### config.mk
export PLATFORM = sky130hd
export DESIGN_NAME = fp16_mult_issue
export DESIGN_NICKNAME = d
export VERILOG_FILES = /design/src/rtl/fp16_pkg.sv /design/src/rtl/fp16_sync_fifo.sv /design/src/rtl/fp16_mult_issue.sv
export SDC_FILE = /design/constraint.sdc
export NUM_CORES = 1
export LEC_CHECK = 0
export ABC_AREA = 1
export BUFFER_PORTS_ARGS = -buffer_cell sky130_fd_sc_hd__buf_2
export CAP_MARGIN = 20
export CORE_ASPECT_RATIO = 0.7
export CORE_MARGIN = 5
export CORE_UTILIZATION = 45
export CTS_BUF_LIST = sky130_fd_sc_hd__clkbuf_4 sky130_fd_sc_hd__clkbuf_8
export DETAILED_ROUTE_END_ITERATION = 8
export PLACE_DENSITY = 0.71
export SLEW_MARGIN = 30
export SYNTH_ARGS = -nofsm -noshare
export SYNTH_HDL_FRONTEND = slang
export SYNTH_SLANG_ARGS = --single-unit
### constraint.sdc
create_clock -name clk -period 4 [get_ports clk]
set_input_delay 0.4 -clock clk [delete_from_list [all_inputs] [get_ports clk]]
set_output_delay 0.4 -clock clk [all_outputs]
set_load 0.01 [all_outputs]
### src/rtl/fp16_pkg.sv
// Shared FP16 constants, field slices and special-operand classification for the multiplier pipeline.
package fp16_pkg;

  localparam logic [4:0]  EXP_MAX   = 5'h1F;
  localparam logic [15:0] FP16_QNAN = 16'h7E00;
  localparam logic [14:0] FP16_INF  = 15'h7C00;

  localparam int SIGN_BIT = 15;
  localparam int EXP_HI   = 14;
  localparam int EXP_LO   = 10;
  localparam int MAN_HI   = 9;
  localparam int MAN_LO   = 0;

  typedef struct packed {
    logic        special;
    logic [15:0] val;
  } fp16_class_t;

  // Subnormals are flushed to zero, so exp==0 counts as zero regardless of mantissa.
  function automatic fp16_class_t fp16_classify(input logic [15:0] a, input logic [15:0] b);
    fp16_class_t res;
    logic a_nan, b_nan, a_inf, b_inf, a_zero, b_zero, s;
    a_nan  = (a[EXP_HI:EXP_LO] == EXP_MAX) && (a[MAN_HI:MAN_LO] != '0);
    b_nan  = (b[EXP_HI:EXP_LO] == EXP_MAX) && (b[MAN_HI:MAN_LO] != '0);
    a_inf  = (a[EXP_HI:EXP_LO] == EXP_MAX) && (a[MAN_HI:MAN_LO] == '0);
    b_inf  = (b[EXP_HI:EXP_LO] == EXP_MAX) && (b[MAN_HI:MAN_LO] == '0);
    a_zero = (a[EXP_HI:EXP_LO] == '0);
    b_zero = (b[EXP_HI:EXP_LO] == '0);
    s      = a[SIGN_BIT] ^ b[SIGN_BIT];
    res.special = 1'b1;
    if (a_nan || b_nan) begin
      res.val = FP16_QNAN;
    end else if ((a_inf && b_zero) || (b_inf && a_zero)) begin
      res.val = FP16_QNAN;
    end else if (a_inf || b_inf) begin
      res.val = {s, FP16_INF};
    end else if (a_zero || b_zero) begin
      res.val = {s, 15'h0000};
    end else begin
      res.special = 1'b0;
      res.val     = 16'h0000;
    end
    return res;
  endfunction

endpackage

### src/rtl/fp16_sync_fifo.sv
// First-word-fall-through synchronous FIFO with registered storage, occupancy count and sync flush.
module fp16_sync_fifo #(
  parameter int W     = 8,
  parameter int DEPTH = 4
) (
  input  logic                     clk,
  input  logic                     rst,
  input  logic                     flush_i,
  input  logic                     wr_valid_i,
  output logic                     wr_ready_o,
  input  logic [W-1:0]             wr_data_i,
  output logic                     rd_valid_o,
  input  logic                     rd_ready_i,
  output logic [W-1:0]             rd_data_o,
  output logic [$clog2(DEPTH):0]   count_o
);

  localparam int PW = $clog2(DEPTH);
  localparam int CW = PW + 1;

  logic [W-1:0]  mem_q [DEPTH];
  logic [PW-1:0] wr_ptr_q, wr_ptr_d;
  logic [PW-1:0] rd_ptr_q, rd_ptr_d;
  logic [CW-1:0] count_q, count_d;
  logic          push, pop;

  // Valid/ready: a beat transfers on a posedge where valid and ready are both high;
  // ready depends only on registered occupancy, never on the opposite side's ready.
  assign wr_ready_o = (count_q != CW'(DEPTH));
  assign rd_valid_o = (count_q != '0);
  assign rd_data_o  = mem_q[rd_ptr_q];
  assign count_o    = count_q;

  assign push = wr_valid_i & wr_ready_o;
  assign pop  = rd_valid_o & rd_ready_i;

  always_comb begin
    wr_ptr_d = wr_ptr_q;
    rd_ptr_d = rd_ptr_q;
    count_d  = count_q;
    if (flush_i) begin
      wr_ptr_d = '0;
      rd_ptr_d = '0;
      count_d  = '0;
    end else begin
      if (push) wr_ptr_d = wr_ptr_q + PW'(1);
      if (pop)  rd_ptr_d = rd_ptr_q + PW'(1);
      if (push && !pop)      count_d = count_q + CW'(1);
      else if (pop && !push) count_d = count_q - CW'(1);
    end
  end

  always_ff @(posedge clk or negedge rst) begin
    if (!rst) begin
      wr_ptr_q <= '0;
      rd_ptr_q <= '0;
      count_q  <= '0;
    end else begin
      wr_ptr_q <= wr_ptr_d;
      rd_ptr_q <= rd_ptr_d;
      count_q  <= count_d;
    end
  end

  // Storage is not reset; stale slots are never visible because the read side is gated by count.
  always_ff @(posedge clk) begin
    if (push && !flush_i) mem_q[wr_ptr_q] <= wr_data_i;
  end

endmodule

### src/rtl/fp16_mult_issue.sv
// FP16 multiplier operand issue queue: buffers {a, b, tag}, classifies specials at enqueue, presents FWFT head.
module fp16_mult_issue
  import fp16_pkg::*;
#(
  parameter int DEPTH = 4,
  parameter int TAG_W = 4
) (
  input  logic                   clk,
  input  logic                   rst,
  input  logic                   flush,
  input  logic                   in_valid,
  output logic                   in_ready,
  input  logic [15:0]            in_a,
  input  logic [15:0]            in_b,
  input  logic [TAG_W-1:0]       in_tag,
  output logic                   out_valid,
  input  logic                   out_ready,
  output logic [15:0]            out_a,
  output logic [15:0]            out_b,
  output logic [TAG_W-1:0]       out_tag,
  output logic                   out_special,
  output logic [15:0]            out_special_val,
  output logic [$clog2(DEPTH):0] count
);

  typedef struct packed {
    logic [15:0]      a;
    logic [15:0]      b;
    logic [TAG_W-1:0] tag;
    fp16_class_t      cls;
  } entry_t;

  localparam int EW = $bits(entry_t);

  entry_t wr_entry, head;
  logic   head_valid;

  always_comb begin
    wr_entry     = '0;
    wr_entry.a   = in_a;
    wr_entry.b   = in_b;
    wr_entry.tag = in_tag;
    wr_entry.cls = fp16_classify(in_a, in_b);
  end

  fp16_sync_fifo #(
    .W     (EW),
    .DEPTH (DEPTH)
  ) u_fifo (
    .clk        (clk),
    .rst        (rst),
    .flush_i    (flush),
    .wr_valid_i (in_valid),
    .wr_ready_o (in_ready),
    .wr_data_i  (wr_entry),
    .rd_valid_o (head_valid),
    .rd_ready_i (out_ready),
    .rd_data_o  (head),
    .count_o    (count)
  );

  // Head fields are forced to zero whenever no entry is presented.
  assign out_valid       = head_valid;
  assign out_a           = head_valid ? head.a   : 16'h0000;
  assign out_b           = head_valid ? head.b   : 16'h0000;
  assign out_tag         = head_valid ? head.tag : '0;
  assign out_special     = head_valid & head.cls.special;
  assign out_special_val = out_special ? head.cls.val : 16'h0000;

endmodule
### After elaboration in Yosys (flattened, before gate mapping)

Memories as Yosys holds them, arrays and structs flattened.
Cells that the tools add are included.

* $add $sub $neg: 4
* equal/unequal tests: 3
* muxes and demuxes: 21
* bitwise operators: 4
* reduce and logical (&&, ||, !) cells: 26

Operators with widths (number)
* 16-bit 2-to-1 mux: 7
* 10-bit logical NOT: 2
* 10-bit nonzero test: 2
* 5-bit == test, second input constant: 2
* 5-bit logical NOT: 2
* 1-bit logical AND: 9
* 3-bit 2-to-1 mux: 3
* 2-bit 2-to-1 mux: 4
* 1-bit 2-to-1 mux: 6
* 3-bit nonzero test: 2
* 2-bit by 1-bit adder with 2-bit output, second input constant: 2
* 1-bit logical OR: 4
* 4-bit 2-to-1 mux: 1
* 2-bit nonzero test: 2
* 3-bit by 1-bit adder with 3-bit output, second input constant: 1
* 1-bit bitwise AND: 3
* 1-bit logical NOT: 3
* 3-bit inequality test, second input constant: 1
* 3-bit by 1-bit subtractor with 3-bit output, second input constant: 1
* 1-bit XOR: 1

* register bits: 7
* memory bits (writable): 212
* output and inout bits: 58
* logic and storage cells: 62
* memories kept: 1

Memory list
* u_fifo.mem_q: depth 4, bits a word 53, rd ports 1, clocked after Yosys merged registers in 0, wr ports 1, line fp16_sync_fifo.sv:21 `logic [W-1:0] mem_q [DEPTH];`

### Logic depth before layout (Yosys ltp)

Gate-level depths: netlist of run 1.

* word-level depth: 7
* depth in mapped cells: 12
* depth with buffers taken out: 12

### By module

From an unflattened synthesis of run 1, not the netlist that was laid out.

* cell total of the unflattened synthesis: 743
* area, all modules: 9042.4 µm²

By module, submodules not included
* fp16_sync_fifo: instances 1, cells each 580, area an instance 8316.7 µm², seq. area each 6541.3 µm²
* fp16_mult_issue: instances 1, cells each 163, area an instance 725.7 µm², seq. area each 0.0 µm²

### Worst setup path before layout of run 1

OpenSTA, ideal clock, no wires.

* path type: register to register
* from: register u_fifo.count_q[0] (netlist: u_fifo.count_o[0])
* to: memory u_fifo.mem_q[0][14] in the netlist's numbering (enable)
* setup time: 0.437 ns
* data arrival time: 2.582 ns
* setup slack: 0.981 ns
* stages on the path, launching flop included: 7
* period minus slack after synthesis: 3.019 ns
* cells stage by stage: dfrtp_1 inv_2 nand3_1 nand2_2 inv_2 nand2_1 nor2_1

* word-level cells in the longest chain between the ends: 5

Ends and longest elaborated chain
* start, declared: line fp16_sync_fifo.sv:24 `logic [CW-1:0] count_q, count_d;`
* start signal, assigned: line fp16_sync_fifo.sv:61 `count_q <= count_d;`
* 3-bit inequality test: line fp16_sync_fifo.sv:29 `assign wr_ready_o = (count_q != CW'(DEPTH));`
* named net in_ready: line fp16_mult_issue.sv:12 `output logic in_ready,`
* 1-bit bitwise AND: line fp16_sync_fifo.sv:34 `assign push = wr_valid_i & wr_ready_o;`
* 1-bit logical AND: line fp16_sync_fifo.sv:67 `if (push && !flush_i) mem_q[wr_ptr_q] <= wr_data_i;`
* 1-bit 2-to-1 mux: line fp16_sync_fifo.sv:67
* 1-bit 2-to-1 mux (implied by the code): line fp16_sync_fifo.sv:67
* end, declared: line fp16_sync_fifo.sv:21

The timed path passes the listed nets, and every way through them passes these cells.

### Worst setup path in the final report of run 1

* from: register u_fifo.rd_ptr_q[1]
* to: output port out_special_val[10]

* word-level cells in the longest chain between the ends: 3

Ends and longest elaborated chain
* start, declared: line fp16_sync_fifo.sv:23 `logic [PW-1:0] rd_ptr_q, rd_ptr_d;`
* start signal, assigned: line fp16_sync_fifo.sv:60 `rd_ptr_q <= rd_ptr_d;`
* memory 4 x 53 bit *
* 1-bit bitwise AND: line fp16_mult_issue.sv:67 `assign out_special = head_valid & head.cls.special;`
* 16-bit 2-to-1 mux *: line fp16_mult_issue.sv:68 `assign out_special_val = out_special ? head.cls.val : 16'h0000;`
* end, declared: line fp16_mult_issue.sv:22 `output logic [15:0] out_special_val,`

Every way passes the cells marked *; elsewhere a longest branch is shown, timed or not.

==> results of run 1 <==
==> cell families (layout without fill, tap and decap cells) <==
group	count (synthesis)	count (layout)
flip-flops	167	167
buffers and inverters	67	157
adder cells (fa/ha/maj)	5	5
XOR/XNOR	2	2
AO/OA/AOI/OAI	130	130
AND/OR/NAND/NOR	223	223
other	1	9
==> how the worst min path moves through the flow <==
stage / from / to / slack [ns] / cells after the start
floorplan: rst / u_fifo.count_o[0] / 0.10 / 0
global placement: rst / u_fifo.count_o[0] / 0.24 / 1
detailed placement: rst / u_fifo.count_o[0] / 0.25 / 1
CTS: in_tag[2] / u_fifo.mem_q[0][19] / 0.14 / 1
global route: in_tag[1] / u_fifo.mem_q[3][18] / 0.15 / 1
finish: in_tag[2] / u_fifo.mem_q[0][19] / 0.17 / 1
==> per-layer routing <==
metal / vias up / share of wire [%] / GRT usage [%]
met5: - / 0 / 0
met3: 12 / 7.1 / 4.570
met4: 0 / 0.76 / 4.545
li1: 2212 / - / -
met1: 2190 / 47 / 23.60
met2: 164 / 45 / 25.96
==> power by group through the flow <==
stage | combinational [mW] | sequential [mW] | clock [mW]
2_1_floorplan | 0.790 | 2.09 | 0
3_3_place_gp | 1.15 | 2.12 | 0
3_5_place_dp | 1.20 | 2.12 | 0
4_1_cts | 1.21 | 2.08 | 1.20
5_1_grt | 1.34 | 2.09 | 1.28
6_report | 1.19 | 2.08 | 1.18
==> stage by stage <==
step,setup slack [ns],power [mW],utilization (%)
floorplan,0.9811,2.885,-
global placement,1.396,3.266,48.95
detailed placement,1.302,3.324,50.02
CTS,0.8036,4.494,52.62
global route,0.5805,4.707,52.62
finish,0.8271,4.455,52.62
==> synthesized netlist by cell type, drive strengths merged <==
cell / number / area [um2]
nor2: 180 / 678.2
nand3: 16 / 90.09
nand3b: 1 / 7.510
o22ai: 1 / 12.51
edfxtp: 160 / 4805
conb: 1 / 3.750
a21oi: 41 / 205.2
buf: 33 / 225.2
ha: 4 / 50.05
xor2: 2 / 17.52
nand2b: 1 / 6.260
clkbuf: 9 / 37.53
nor3: 2 / 10.01
and2: 1 / 8.760
dfrtp: 7 / 175.2
nand4: 2 / 12.51
clkinv: 2 / 12.51
fa: 1 / 20.02
inv: 23 / 86.34
o21ai: 88 / 440.4
nand2: 20 / 87.58
==> worst max-delay path: cells and delay by family (launching register included) <==
kind | cells | cell delay (ns)
DFF | 1 | 0.39
buffers and inverters | 3 | 1.15
AOI/OAI and AO/OA | 3 | 0.67
and+or+nand+nor | 1 | 0.10
==> state kept, by name (all words and copies together) (netlist names) <==
register / count
u_fifo.count_o: 3
u_fifo.mem_q: 160
u_fifo.rd_ptr_q: 2
u_fifo.wr_ptr_q: 2
==> placed cells by master (no fill, tap or decap), types with 2 or more instances in the layout <==
cell,n
inv_1,16
inv_6,2
nand3_2,2
o21ai_0,67
conb_1,9
dfrtp_1,5
edfxtp_1,160
buf_4,4
nor2_4,4
clkbuf_8,17
buf_2,89
nand3_1,14
dfrtp_2,2
a21oi_1,41
clkinvlp_4,4
clkinv_1,3
xor2_1,2
nand2_2,5
o21ai_1,21
nor2_1,175
bufinv_16,2
nand4_1,2
inv_2,7
nor3_1,2
ha_1,4
buf_16,6
clkinv_4,5
nand2_1,15
==> layout make-up <==
cell class / count / area [um2]
Timing Repair Buffer: 100 / 650.6
Inverter: 25 / 98.84
Clock buffer: 17 / 234.0
Fill cell: 1322 / 7276
Tap cell: 200 / 250.2
Multi-Input combinational cell: 369 / 1710
Clock inverter: 15 / 155.1
Sequential cell: 167 / 4982
==> timing repair <==
action,in CTS,in global routing
setup buffers,0,0
gates resized for setup,0,0
endpoints found under the hold margin,7,0
hold buffers,1,0
==> key figures, run 1 <==
Status
  – Outcome: complete, no violations

Final layout
  – # nets final: 726
  – Antenna diode count: 0
  – Layout Cells excl Fill: 893
  – Synth-to-Final Area Change: 15.59%
  – Cell area after layout: 8082 um2
  – Share of cells above drive strength 1: 22.08%

Global routing
  – First-pass GRT wire length: 24010 um
  – Initial antenna violation count: 0
  – Vias in the first global route: 4628
  – Largest net degree at the start of global routing: 82
  – Gr ovfl total: 0
  – Total GRT Usage: 16.73%

STA
  – Fin crit period: 3.173 ns
  – Skew final: 0.009438 ns
  – Max Slew Vio Count: 0
  – Fmax: 0.3152 GHz
  – Final setup TNS: 0 ns
  – Fin crit share: 79.32%
  – Worst slew margin: 44.93%
  – Final setup vio count: 0
  – Hold Vio Cnt, Final: 0
  – RSZ-0062 raised after global routing: no
  – Hold slack: 0.1657 ns
  – Slew @ Worst Pin: 0.8248 ns

Power and ir drop
  – Pint: 2.979 mW
  – Peak VDD IR: 0.2633 mV
  – Pwr/cell area: 551.3 nW/um2
  – Sw frac: 33.12%
  – Sequential power share: 46.7%
  – Combinational share of power: 26.8%
  – NetSw: 1.476 mW
  – Leak pwr: 2.986 nW
  – Clk pwr share: 26.5%

Logic synthesis
  – Syn Inst Count: 595
  – Post-Synth XOR/XNOR Area: 0.2505%
  – Largest family of logic cells by synthesized area: simple AND/OR/NAND/NOR gates
  – Yosys warning total: 0
  – Mux cell area share after synthesis: 0%
  – Area fraction in compound gates after synthesis: 9.413%
  – Synth unique cells: 30
  – Sequential area share after synthesis: 71.22%
  – Synthesized flop and latch total: 167
  – Post-Synth Simple-Gate Area: 12.88%
  – Mapped cell area: 6992 um2
  – Syn Area/Cell: 11.75 um2
  – Synth Area in Adders: 1.002%

Placement
  – IO Port Bufs: 89
  – Placed Instances: 860
  – Post-DP HPWL: 9913 um
  – RePlAce Congestion: 0.8166
  – DP Area: 7682 um2

Route
  – ANT nets after route: 0
  – First-pass DRT Iterations: 5
  – DRC: 0
  – Post-DR vias/cell: 5.127
  – Final wirelength: 15130 um
  – DR vias: 4578
  – Average wire per standard cell: 16.95 um
  – Starting DRT DRC Count: 321

Clocking
  – H-tree depth: 4
  – CTS Buffer Depth: 2
  – CTS tree: built
  – Clock Latency Late Sink: 0.45 ns
  – Clock sink count: 167
  – CTS Buf Count: 17
  – CTS clk-pin slew, worst paths: 0.09 ns
  – CTS root buf: clkbuf_8

Flow run
  – Maxcap violations: 0

Setup path
  – Critical-path top delay cell: inv_2
  – CP endpoint: out_special_val[10]
  – Cells along the critical path: buf_4, inv_2, o21ai_1, o22ai_2, nand2_2, a21oi_1, buf_2
  – Crit path DAT: 2.77 ns
  – Crit. End Element: output port
  – Setup Crit Path Kind: flip-flop to output port
  – Critical R2R Launch: u_fifo.count_o[2]
  – R2r setup slk: 1.77 ns
  – Max incr delay on CP: 0.67 ns
  – CP Launch Type: flip-flop
  – Start point of the critical path: u_fifo.rd_ptr_q[1]
  – Peak fanout along the critical path: 42
  – Crit path required time: 3.60 ns
  – Reg-to-reg endpoint: u_fifo.mem_q[1][38]
  – Reg2reg path depth: 7

Floorplanning
  – Rows: 38
  – Die Wd: 159.0 um
  – Die footprint: 18170 um2
  – Initial Utilization: 45.53%
  – Die height: 114.3 um
  – Core Box Area: 15360 um2
  – IO Pins: 99

Worst hold path
  – Min-delay worst type: input port to flip-flop
(Power assumes the default switching activity.)
==> inputs of run 2 (changes only) <==
==> constraint.sdc (replaced) <==
create_clock -name clk -period 3.2 [get_ports clk]
set_input_delay 0.32 -clock clk [delete_from_list [all_inputs] [get_ports clk]]
set_output_delay 0.32 -clock clk [all_outputs]
set_load 0.01 [all_outputs]
==> run 2 against run 1 <==
Register-to-register slack worse by 0.84 ns. Sequential cell count unchanged. Clock power up 29%. Sequential power up 24%. Critical endpoint is now out_special_val[12]. Largest cell class unchanged. Largest power group unchanged.
==> key figures, run 2 (synthesis results as in run 1) <==
Route
  – DRC: 0 (unchanged)
  – Starting DRT DRC Count: 371 (+16%)
  – DR vias: 4623 (+0.98%)
  – Average wire per standard cell: 16.86 um (-0.49%)
  – Post-DR vias/cell: 5.171 (+0.87%)
  – Final wirelength: 15080 um (-0.38%)
  – ANT nets after route: 0 (unchanged)
  – First-pass DRT Iterations: 5 (unchanged)

Power and ir drop
  – Pwr/cell area: 703.1 nW/um2 (+28%)
  – NetSw: 1.793 mW (+22%)
  – Peak VDD IR: 0.3395 mV (+29%)
  – Sequential power share: 45.9% (-0.8 points)
  – Clk pwr share: 27.2% (+0.7 points)
  – Sw frac: 31.96% (-1.2 points)
  – Pint: 3.818 mW (+28%)
  – Combinational share of power: 27.0% (+0.2 points)
  – Leak pwr: 2.975 nW (-0.39%)

STA
  – Skew final: 0.01284 ns (+0.003406 ns)
  – Hold slack: 0.08645 ns (-0.07922 ns)
  – Fmax: 0.3994 GHz
  – Worst slew margin: 52.53% (+7.6 points)
  – RSZ-0062 raised after global routing: no
  – Fin crit share: 78.23%
  – Hold Vio Cnt, Final: 0 (unchanged)
  – Fin crit period: 2.504 ns
  – Max Slew Vio Count: 0 (unchanged)
  – Slew @ Worst Pin: 0.7111 ns (-0.1137 ns)
  – Final setup TNS: 0 ns (unchanged)
  – Final setup vio count: 0 (unchanged)

Flow run
  – Maxcap violations: 0 (unchanged)

Clocking
  – Clock Latency Late Sink: 0.45 ns (about the same)
  – CTS Buf Count: 17 (unchanged)
  – CTS Buffer Depth: 2 (unchanged)
  – Clock sink count: 167 (unchanged)
  – CTS root buf: clkbuf_8
  – Number of post-CTS setup repair buffers: 0 (unchanged)
  – CTS tree: built
  – Post-CTS sizing: 0 (unchanged)
  – H-tree depth: 4 (unchanged)
  – Count of hold-fix buffers inserted at cts: 1 (unchanged)
  – CTS clk-pin slew, worst paths: 0.09 ns (about the same)

Final layout
  – Antenna diode count: 0 (unchanged)
  – Cell area after layout: 7980 um2 (-1.3%)
  – Synth-to-Final Area Change: 14.14%
  – Share of cells above drive strength 1: 22.33% (+0.26 points)
  – Number of flip-flops in the largest register: 160 (unchanged)
  – Most common cell after layout, fill and taps aside: nor2_1
  – # nets final: 727 (+0.14%)
  – Largest Register: u_fifo.mem_q
  – Commonest non-fill, non-tap cells in the layout: 175 x nor2_1, 160 x edfxtp_1, 89 x buf_2

Floorplanning
  – IO Pins: 99 (unchanged)
  – Die Wd: 159.0 um (unchanged)
  – Die footprint: 18170 um2 (unchanged)
  – Core Box Area: 15360 um2 (unchanged)
  – Initial Utilization: 45.53% (unchanged)
  – Rows: 38 (unchanged)
  – Die height: 114.3 um (unchanged)

Global routing
  – Largest net degree at the start of global routing: 82 (unchanged)
  – First-pass GRT wire length: 24190 um (+0.75%)
  – Vias in the first global route: 4641 (+0.28%)
  – Total GRT Usage: 16.92% (+0.19 points)
  – Initial antenna violation count: 0 (unchanged)
  – Gr ovfl total: 0 (unchanged)

Setup path
  – Setup Crit Path Kind: flip-flop to output port
  – Max incr delay on CP: 0.41 ns (-0.26 ns)
  – Critical-path top delay cell: buf_4
  – R2r setup slk: 0.93 ns (-0.84 ns)
  – CP Launch Type: flip-flop
  – Crit. End Element: output port
  – Crit path required time: 2.88 ns (-0.72 ns)
  – Cells along the critical path: buf_4, o21ai_1, o22ai_2, nand2_2, a21oi_1, buf_2
  – Peak fanout along the critical path: 40 (-4.8%)
  – Crit path DAT: 2.18 ns (-0.59 ns)

Placement
  – DP Area: 7570 um2 (-1.5%)
  – IO Port Bufs: 89 (unchanged)
  – Post-DP HPWL: 9941 um (+0.28%)
  – RePlAce Congestion: 0.8967 (+9.8%)

Worst hold path
  – Min-delay worst type: input port to flip-flop

Status
  – Outcome: complete, no violations
## run 2: cell count changes in the layout (fill, tap and decap cells not counted), sizes merged
cell / delta
buf: +1
bufinv: +1
clkbuf: +5
clkinv: -2
clkinvlp: -2
inv: -2
## run 2: critical path, delay by kind of cell, from the launching register on
kind | cells | cell delay, ns
buf+inv | 2 | 0.62
flops | 1 | 0.37
simple gates | 1 | 0.10
compound gates | 3 | 0.65
## run 2: cell type report
class	count	area, um2
clock buffers	22	271.5
fillers	1334	7377
multi-input cells	369	1710
inverters	25	98.84
flip-flops and latches	167	4982
well taps	200	250.2
clock inverters	10	128.9
repair buffers	101	538.0
## run 2: power by group through the flow
stage / logic [mW] / clock network (mW) / registers, mW
final: 1.51 / 1.52 / 2.57
after global routing: 1.70 / 1.64 / 2.58
after CTS: 1.54 / 1.55 / 2.57
after detailed placement: 1.53 / 0 / 2.62
after global placement: 1.50 / 0 / 2.62
after floorplan: 0.987 / 0 / 2.62
## run 2: worst paths after layout
path | from | endpoint | cells after the start
max in group asynchronous | rst | u_fifo.rd_ptr_q[1] | 2
worst min-delay path | in_tag[0] | u_fifo.mem_q[3][17] | 1
worst max register to register | u_fifo.count_o[2] | u_fifo.mem_q[3][52] | 6
min in group asynchronous | rst | u_fifo.count_o[1] | 2
worst min register to register | u_fifo.count_o[0] | u_fifo.count_o[0] | 2
worst max-delay path | u_fifo.rd_ptr_q[1] | out_special_val[12] | 6
## run 2: stage by stage
| stage | total power, mW | worst slack, ns | instances | utilization, % |
|---|---|---|---|---|
| global placement | 4.115 | 1.061 | 861 | 49.29 |
| global route | 5.924 | 0.3988 | 894 | 51.96 |
| floorplan | 3.606 | 0.1811 | 603 | - |
| CTS | 5.666 | 0.6396 | 894 | 51.96 |
| finish | 5.611 | 0.6965 | 894 | 51.96 |
| detailed placement | 4.152 | 0.9491 | 861 | 49.29 |
## run 2: per-layer routing
layer / global-route usage, % / up-vias / share of wire, %
li1: - / 2214 / -
met4: 4.318 / 0 / 0.72
met1: 24.30 / 2242 / 48
met2: 25.51 / 157 / 45
met5: 0 / - / 0
met3: 5.110 / 10 / 6.9
